<file path="config.mk">
export PLATFORM = sky130hd
export DESIGN_NAME = console_char_bridge
export DESIGN_NICKNAME = d
export VERILOG_FILES = /design/src/rtl/console_char_bridge_pkg.sv /design/src/rtl/console_char_bridge_sync_fifo.sv /design/src/rtl/console_char_bridge.sv
export SDC_FILE = /design/constraint.sdc
export NUM_CORES = 1
export LEC_CHECK = 0
export BUFFER_PORTS_ARGS = -buffer_cell sky130_fd_sc_hd__buf_4
export CAP_MARGIN = 15
export CORE_AREA = 2 2 100 126
export DETAILED_ROUTE_END_ITERATION = 6
export DIE_AREA = 0 0 102 128
export GPL_ROUTABILITY_DRIVEN = 1
export PLACE_DENSITY_LB_ADDON = 0.05
export SLEW_MARGIN = 20
export SYNTH_ARGS = -nofsm -noshare
export SYNTH_HDL_FRONTEND = slang
export SYNTH_SLANG_ARGS = --single-unit
</file>
<file path="constraint.sdc">
create_clock -name clk -period 3.2 [get_ports clk]
set_clock_uncertainty 0.2 [all_clocks]
set_input_delay 0.48 -clock clk [delete_from_list [all_inputs] [get_ports clk]]
set_output_delay 0.48 -clock clk [all_outputs]
set_load 0.02 [all_outputs]
</file>
<file path="src/rtl/console_char_bridge_pkg.sv">
// rtl/console_char_bridge_pkg.sv - register map, status fields and drain states
package console_char_bridge_pkg;

   localparam logic [31:0] CON_DATA_OFS = 32'h0;
   localparam logic [31:0] CON_STAT_OFS = 32'h4;

   localparam int ST_FULL      = 0;
   localparam int ST_EMPTY     = 1;
   localparam int ST_SCROLL    = 2;
   localparam int ST_COUNT_LSB = 3;

   typedef enum logic {
      DRAIN_IDLE  = 1'b0,
      DRAIN_ISSUE = 1'b1
   } drain_state_e;

   // Only address bit 2 separates the two registers.
   function automatic logic is_data_addr(input logic haddr2);
      return (haddr2 == CON_DATA_OFS[2]) && (haddr2 != CON_STAT_OFS[2]);
   endfunction

endpackage

</file>
<file path="src/rtl/console_char_bridge_sync_fifo.sv">
// rtl/console_char_bridge_sync_fifo.sv - single-clock FIFO with head word visible while non-empty
module sync_fifo #(
   parameter int WIDTH = 8,
   parameter int DEPTH = 16,
   parameter int PTR_W = 4
) (
   input  logic             clk,
   input  logic             resetn,
   input  logic             push,
   input  logic [WIDTH-1:0] push_data,
   input  logic             pop,
   output logic [WIDTH-1:0] head,
   output logic             full,
   output logic             empty,
   output logic [PTR_W:0]   count
);

   logic [WIDTH-1:0] mem [DEPTH];
   logic [PTR_W-1:0] wr_ptr;
   logic [PTR_W-1:0] rd_ptr;
   logic             do_push;
   logic             do_pop;

   assign full    = (count == (PTR_W+1)'(DEPTH));
   assign empty   = (count == '0);
   assign do_push = push & ~full;
   assign do_pop  = pop & ~empty;
   assign head    = mem[rd_ptr];

   always_ff @(posedge clk) begin
      if (do_push) begin
         mem[wr_ptr] <= push_data;
      end
   end

   always_ff @(posedge clk or negedge resetn) begin
      if (!resetn) begin
         wr_ptr <= '0;
         rd_ptr <= '0;
         count  <= '0;
      end else begin
         if (do_push) begin
            wr_ptr <= wr_ptr + PTR_W'(1);
         end
         if (do_pop) begin
            rd_ptr <= rd_ptr + PTR_W'(1);
         end
         if (do_push && !do_pop) begin
            count <= count + (PTR_W+1)'(1);
         end else if (do_pop && !do_push) begin
            count <= count - (PTR_W+1)'(1);
         end
      end
   end

endmodule

</file>
<file path="src/rtl/console_char_bridge.sv">
// rtl/console_char_bridge.sv - AHB-Lite character buffer feeding the text console one char at a time
module console_char_bridge
   import console_char_bridge_pkg::*;
#(
   parameter int FIFO_DEPTH = 16,
   parameter int PTR_W      = 4
) (
   input  logic        clk,
   input  logic        resetn,
   input  logic        HSEL,
   input  logic [31:0] HADDR,
   input  logic [1:0]  HTRANS,
   input  logic        HWRITE,
   input  logic [2:0]  HSIZE,
   input  logic        HREADY,
   input  logic [31:0] HWDATA,
   output logic        HREADYOUT,
   output logic [31:0] HRDATA,
   output logic        HRESP,
   input  logic        scroll,
   output logic        font_we,
   output logic [7:0]  font_data
);

   logic           xfer_valid;
   logic           wr_q;
   logic           rd_q;
   logic           sel_data_q;
   logic           data_wr;
   logic           fifo_push;
   logic           fifo_pop;
   logic           fifo_full;
   logic           fifo_empty;
   logic [7:0]     fifo_head;
   logic [PTR_W:0] fifo_count;
   drain_state_e   state_q;
   drain_state_e   state_d;
   logic           unused_ok;

   assign unused_ok  = ^{HADDR[31:3], HADDR[1:0], HSIZE, HTRANS[0], HWDATA[31:8]};
   assign xfer_valid = HSEL & HREADY & HTRANS[1];

   always_ff @(posedge clk or negedge resetn) begin
      if (!resetn) begin
         wr_q       <= 1'b0;
         rd_q       <= 1'b0;
         sel_data_q <= 1'b0;
      end else if (HREADY) begin
         wr_q       <= xfer_valid & HWRITE;
         rd_q       <= xfer_valid & ~HWRITE;
         sel_data_q <= is_data_addr(HADDR[2]);
      end
   end

   // A DATA write parks in its data phase until a slot frees up.
   assign data_wr   = wr_q & sel_data_q;
   assign fifo_push = data_wr & ~fifo_full;
   assign HREADYOUT = ~(data_wr & fifo_full);
   assign HRESP     = 1'b0;

   always_comb begin
      HRDATA = '0;
      if (rd_q && !sel_data_q) begin
         HRDATA[ST_FULL]                    = fifo_full;
         HRDATA[ST_EMPTY]                   = fifo_empty;
         HRDATA[ST_SCROLL]                  = scroll;
         HRDATA[ST_COUNT_LSB +: PTR_W + 1]  = fifo_count;
      end
   end

   sync_fifo #(
      .WIDTH (8),
      .DEPTH (FIFO_DEPTH),
      .PTR_W (PTR_W)
   ) u_fifo (
      .clk       (clk),
      .resetn    (resetn),
      .push      (fifo_push),
      .push_data (HWDATA[7:0]),
      .pop       (fifo_pop),
      .head      (fifo_head),
      .full      (fifo_full),
      .empty     (fifo_empty),
      .count     (fifo_count)
   );

   // The ISSUE cycle gives the console one edge to raise scroll before the next decision.
   always_comb begin
      state_d  = state_q;
      fifo_pop = 1'b0;
      case (state_q)
         DRAIN_IDLE: begin
            if (!fifo_empty && !scroll) begin
               fifo_pop = 1'b1;
               state_d  = DRAIN_ISSUE;
            end
         end
         DRAIN_ISSUE: state_d = DRAIN_IDLE;
         default:     state_d = DRAIN_IDLE;
      endcase
   end

   always_ff @(posedge clk or negedge resetn) begin
      if (!resetn) begin
         state_q   <= DRAIN_IDLE;
         font_we   <= 1'b0;
         font_data <= 8'h00;
      end else begin
         state_q <= state_d;
         font_we <= fifo_pop;
         if (fifo_pop) begin
            font_data <= fifo_head;
         end
      end
   end

endmodule

</file>
======== Yosys cells after proc, flatten, opt, wreduce, memory -nomap -nowiden ========
Memories as Yosys holds them, arrays and structs flattened. A register that Yosys moved wholly into a read port is not among the register bits.
Index checks and enable logic that the tools add are counted.
word-level totals
  memories kept ........................... 1
  bits in writable memories ............... 128
  flip-flop bits (word level) ............. 18
  input port bits ......................... 75
memories
  name        words  bits a word  read ports  clocked after Yosys merged registers in  write ports  RTL line                             RTL
  u_fifo.mem  16     8            1           1                                        1            console_char_bridge_sync_fifo.sv:18  logic [WIDTH-1:0] mem [DEPTH];
cells by class
  reductions and logical operators ........ 12
  multiplexer cells ....................... 8
  eq/ne operators ......................... 1
  bitwise logic cells ..................... 15
  add/subtract/negate cells ............... 4
operator list
  operator             number
  $mux 5               2
  $and 1x1->1          9
  $add 4x1->4 const B  2
  $mux 8               1
  $logic_not 1->1      6
  $not 1->1            6
  $add 5x1->5 const B  1
  $eq 5x5->1 const B   1
  $logic_not 5->1      1
  $sub 5x1->5 const B  1
  $logic_and 1x1->1    4
  $mux 1               4
  $pmux 1 s2           1
  $reduce_bool 2->1    1

======== Longest topological paths before layout ========
  depth after elaboration ................. 9
  depth in mapped cells ................... 11
  depth with buffers taken out ............ 10

======== Modules after synthesis ========
A second synthesis with hierarchy kept.
second synthesis, totals
  cell total of the unflattened synthesis .. 389
  area total of the unflattened synthesis .. 6,526.3 um^2
by module, submodules not included
  module               area each (um^2)  instances  sequential area each (um^2)  cells an instance
  sync_fifo            5,816.8           1          4,169.0                      322
  console_char_bridge  709.4             1          300.3                        67

======== Worst setup path before layout ========
Ideal clock, no wire load.
  path type ............................... flip-flop to flip-flop
  start ................................... register u_fifo.count[0]
  end ..................................... register u_fifo.count[4]
  clock period less this slack ............ 2.926 ns
  buffers on the path ..................... 1
  data required time ...................... 2.920 ns
  data arrival time ....................... 2.646 ns
  cell stages (with the launch flop) ...... 12
  path slack .............................. 0.274 ns
  cells stage by stage .................... dfrtp_1 -> nor4_1 -> a21boi_1 -> clkinv_1 -> buf_4 -> ha_1 -> inv_1 -> fa_1 -> a21o_1 -> a21oi_1 -> mux2i_1 -> xnor2_1
between the ends
  word-level cells in the longest chain between the ends .. 9
  elaborated cells on any way between the ends .. 20
RTL lines
  item                                         RTL line                             RTL
  start: declaration                           console_char_bridge_sync_fifo.sv:15  output logic [PTR_W:0] count
  start signal: assignment                     console_char_bridge_sync_fifo.sv:49  count <= count + (PTR_W+1)'(1);
  start signal: assignment                     console_char_bridge_sync_fifo.sv:51  count <= count - (PTR_W+1)'(1);
  $logic_not 5->1 (*)                          console_char_bridge_sync_fifo.sv:25  assign empty = (count == '0);
  $logic_not 1->1 (*)                          console_char_bridge.sv:93            if (!fifo_empty && !scroll) begin
  $logic_and 1x1->1 (*)                        console_char_bridge.sv:93
  $mux 1 (*)                                   console_char_bridge.sv:93
  $mux 1 (*)                                   console_char_bridge.sv:91            case (state_q)
  named net fifo_pop                           console_char_bridge.sv:31            logic fifo_pop;
  $and 1x1->1 (*)                              console_char_bridge_sync_fifo.sv:27  assign do_pop = pop & ~empty;
  $logic_not 1->1                              console_char_bridge_sync_fifo.sv:48  if (do_push && !do_pop) begin
  $logic_and 1x1->1                            console_char_bridge_sync_fifo.sv:48
  $mux 5 or $reduce_bool 2->1 (tied branches)  n/a
The timed path passes the listed nets; every way through them passes the cells marked *. The select of a mux whose other input is x is not followed.
A chain may end at the register's enable or synchronous reset.

======== Worst setup path in the final report ========
  start ................................... register u_fifo.count[3]
  end ..................................... register u_fifo.count[4]
The elaborated chain is that of the path after synthesis.

==> results.json <==
{
  "hold_path_end": "sel_data_q$_DFFE_PN0P_",
  "yosys_register_bits": 153,
  "synthFlopType": "edfxtp_1",
  "drive_gt1_share_pct": 28.24,
  "grt_pass1_wl_um": 18060,
  "synth_edf_count": 128,
  "max_freq_mhz": 341.2,
  "ys_warn_count": 0,
  "cp-end-kind": "register",
  "worstMarginPinSlew_ps": 705.6,
  "grt_antenna_before_repair": 0,
  "initial_core_util_pct": 53.90,
  "synth_area_per_cell_um2": 17.97,
  "die_area_um2": 13060,
  "ant_nets": 0,
  "hold_viol_final": 0,
  "rrSetupSlack_ps": 270,
  "syn-instance-count": 358,
  "setup_tns_ps": 0,
  "grt_pass1_vias": 3238,
  "finalCritPeriodShare_pct": 91.58,
  "worstPathRequired_ps": 3340,
  "grt_max_degree": 36,
  "root_buffer": "clkbuf_16",
  "slew_viol_final": 0,
  "startpoint_type": "register",
  "insertion_delay_ps": 420,
  "cts_tree": "yes",
  "wl_per_cell_um": 19.85,
  "antenna_cells": 0,
  "track_usage_pct": 19.86,
  "core_area_um2": 11940,
  "min-delay-start": "HADDR[2]",
  "clk_pin_slew_ps": 70,
  "first_pass_iters": 4,
  "vias": 3175,
  "io-pin-count": 118,
  "reg2regPathDepth": 10,
  "vdd_drop_max_v": 0.0004716,
  "max_slew_margin_pct": 52.96,
  "arrival_ps": 3070,
  "leakagePower_nw": 2.710,
  "first_iter_violations": 179,
  "die_y_um": 128,
  "p_per_area_nw_per_um2": 807.4,
  "critPathKind": "reg2reg",
  "syn_area_um2": 6434,
  "globalRoute.totalOverflow": 0,
  "status": "complete, no violations",
  "rows": 45,
  "synth-async-reset-ratio_pct": 16.34,
  "setup_violations": 0,
  "wirelength_um": 11830,
  "utilization_pct": 62.47,
  "die_w_um": 102,
  "hold_depth": 2,
  "ys_seq_area_share_pct": 69.47,
  "io_buffer_count": 33,
  "synth.distinct_cells": 38,
  "r2r_end": "u_fifo.count[4]$_DFFE_PN0P_",
  "clock_sinks": 153,
  "dpl.hpwl_um": 7632,
  "worstPathMaxFanout": 5,
  "cts-buffers-inserted": 17,
  "rr_startpoint": "u_fifo.count[3]$_DFFE_PN0P_",
  "max-cap-violations": 0,
  "nets": 504,
  "min_period_ps": 2930,
  "synthToLayoutAreaGrowth_pct": 15.91,
  "max-clock-path-buffers": 2,
  "hold_class": "in2reg",
  "postCtsSetupRepairBufs": 0,
  "cts-htree-levels": 4,
  "drc": 0,
  "rsz0062_at_grt": "false",
  "gp_congestion": 0.7482,
  "via_per_inst": 5.327
}
[cell usage after synthesis, drive strengths merged, types with 3 or more instances]
master  count  area, um2
ha          9      112.6
xnor2       9      78.83
edfxtp    128       3844
mux4       32      758.2
mux2i      16      160.2
nand4       3      18.77
nor4        3      18.77
dfrtp      25      625.6
a21oi       5      28.78
buf        38      294.0
nor2       17      63.81
nor3        5      25.02
nand2      20      75.07
inv         6      22.52
mux2        8      90.09
o21ai      12      60.06
and2        5      31.28
[layout by cell type, fill, tap and decap left out, types with 3 or more instances in the layout]
| master | count |
|---|---|
| a21oi_1 | 4 |
| xnor2_1 | 9 |
| nor2_1 | 17 |
| buf_4 | 55 |
| mux2_2 | 8 |
| inv_1 | 6 |
| nor3_1 | 5 |
| edfxtp_1 | 128 |
| and2_1 | 5 |
| nand4_1 | 3 |
| mux2i_1 | 16 |
| ha_1 | 9 |
| nand2_1 | 20 |
| o21ai_0 | 12 |
| mux4_2 | 22 |
| conb_1 | 25 |
| inv_6 | 5 |
| clkinvlp_4 | 4 |
| clkbuf_16 | 17 |
| mux4_1 | 10 |
| dfrtp_1 | 24 |
[state kept, by name, indices dropped and copies added (netlist names)]
name,cells
font_we,1
rd_q,1
wr_q,1
u_fifo.wr_ptr,4
u_fifo.count,5
u_fifo.rd_ptr,4
u_fifo.mem,128
sel_data_q,1
font_data,8
[repair_timing]
item                                    CTS  global route
resized for setup                         0             1
hold endpoints to repair                 25             0
endpoints found under the setup margin    0             1
hold buffers                              1             0
[how the worst max path moves through the flow]
stage                           startpoint                           to  slack (ps)  depth (start not counted)
4_1_cts        u_fifo.count[3]$_DFFE_PN0P_  u_fifo.count[4]$_DFFE_PN0P_          70                         10
2_1_floorplan  u_fifo.count[0]$_DFFE_PN0P_  u_fifo.count[4]$_DFFE_PN0P_         270                         11
3_5_place_dp   u_fifo.count[3]$_DFFE_PN0P_  u_fifo.count[4]$_DFFE_PN0P_          80                         10
6_report       u_fifo.count[3]$_DFFE_PN0P_  u_fifo.count[4]$_DFFE_PN0P_         270                         10
3_3_place_gp   u_fifo.count[3]$_DFFE_PN0P_  u_fifo.count[4]$_DFFE_PN0P_         100                         10
5_1_grt        u_fifo.count[3]$_DFFE_PN0P_  u_fifo.count[4]$_DFFE_PN0P_         110                         10
[per-layer routing]
| metal | routed length, um | GRT usage, % |
|---|---|---|
| met1 | 4955 | 24.51 |
| met2 | 6381 | 34.44 |
| met5 | 0 | 0 |
| met4 | 137 | 7.529 |
| met3 | 359 | 3.980 |
[critical path, stage by stage, from the launching register on]
cell and delay [ps]:
dfrtp_1 430, nor4_2 440, a21boi_1 250, clkinv_1 110, ha_1 160, inv_1 110
fa_1 410, a21o_1 180, a21oi_1 170, mux2i_1 260, xnor2_1 140
[per-stage QoR]
step | setup slack (ps) | total power, mW | instance area [um2] | instances | hold slack (ps)
after detailed placement | 76.45 | 4.216 | 6880 | 563 | 218.6
after global routing | 107.4 | 6.322 | 7457 | 596 | 15.36
after global placement | 104.7 | 4.189 | 6880 | 563 | 213.0
after CTS | 73.35 | 6.084 | 7451 | 596 | 22.23
final | 269.5 | 6.021 | 7457 | 596 | 31.78
after floorplan | 274.5 | 3.785 | 6524 | 382 | -15.59
[power by group]
group | internal [mW] | total, mW | switching (mW) | leakage (nW)
sequential | 2.32 | 2.52 | 0.196 | 1.46
combinational | 0.849 | 1.64 | 0.792 | 0.989
clock | 1.02 | 1.86 | 0.845 | 0.264
[cell type report]
cell class | instances | area [um2]
flip-flops and latches | 153 | 4471
fillers | 892 | 4479
inverters | 7 | 26.28
well taps | 164 | 205.2
clock inverters | 15 | 135.1
clock buffers | 17 | 425.4
repair buffers | 58 | 462.9
multi-input cells | 182 | 1732
[cells by family (layout without fill, tap and decap cells)]
family / after synthesis / after routing / share of synthesized area (%)
fa+ha+maj: 10 / 10 / 2.061
flops: 153 / 153 / 69.47
buf+inv: 47 / 97 / 5.114
simple gates: 59 / 59 / 4.259
mux: 56 / 56 / 15.67
xor+xnor: 10 / 10 / 1.361
other cells: 1 / 25 / 0.05829
compound gates: 22 / 22 / 2.003
(Power assumes the default switching activity.)
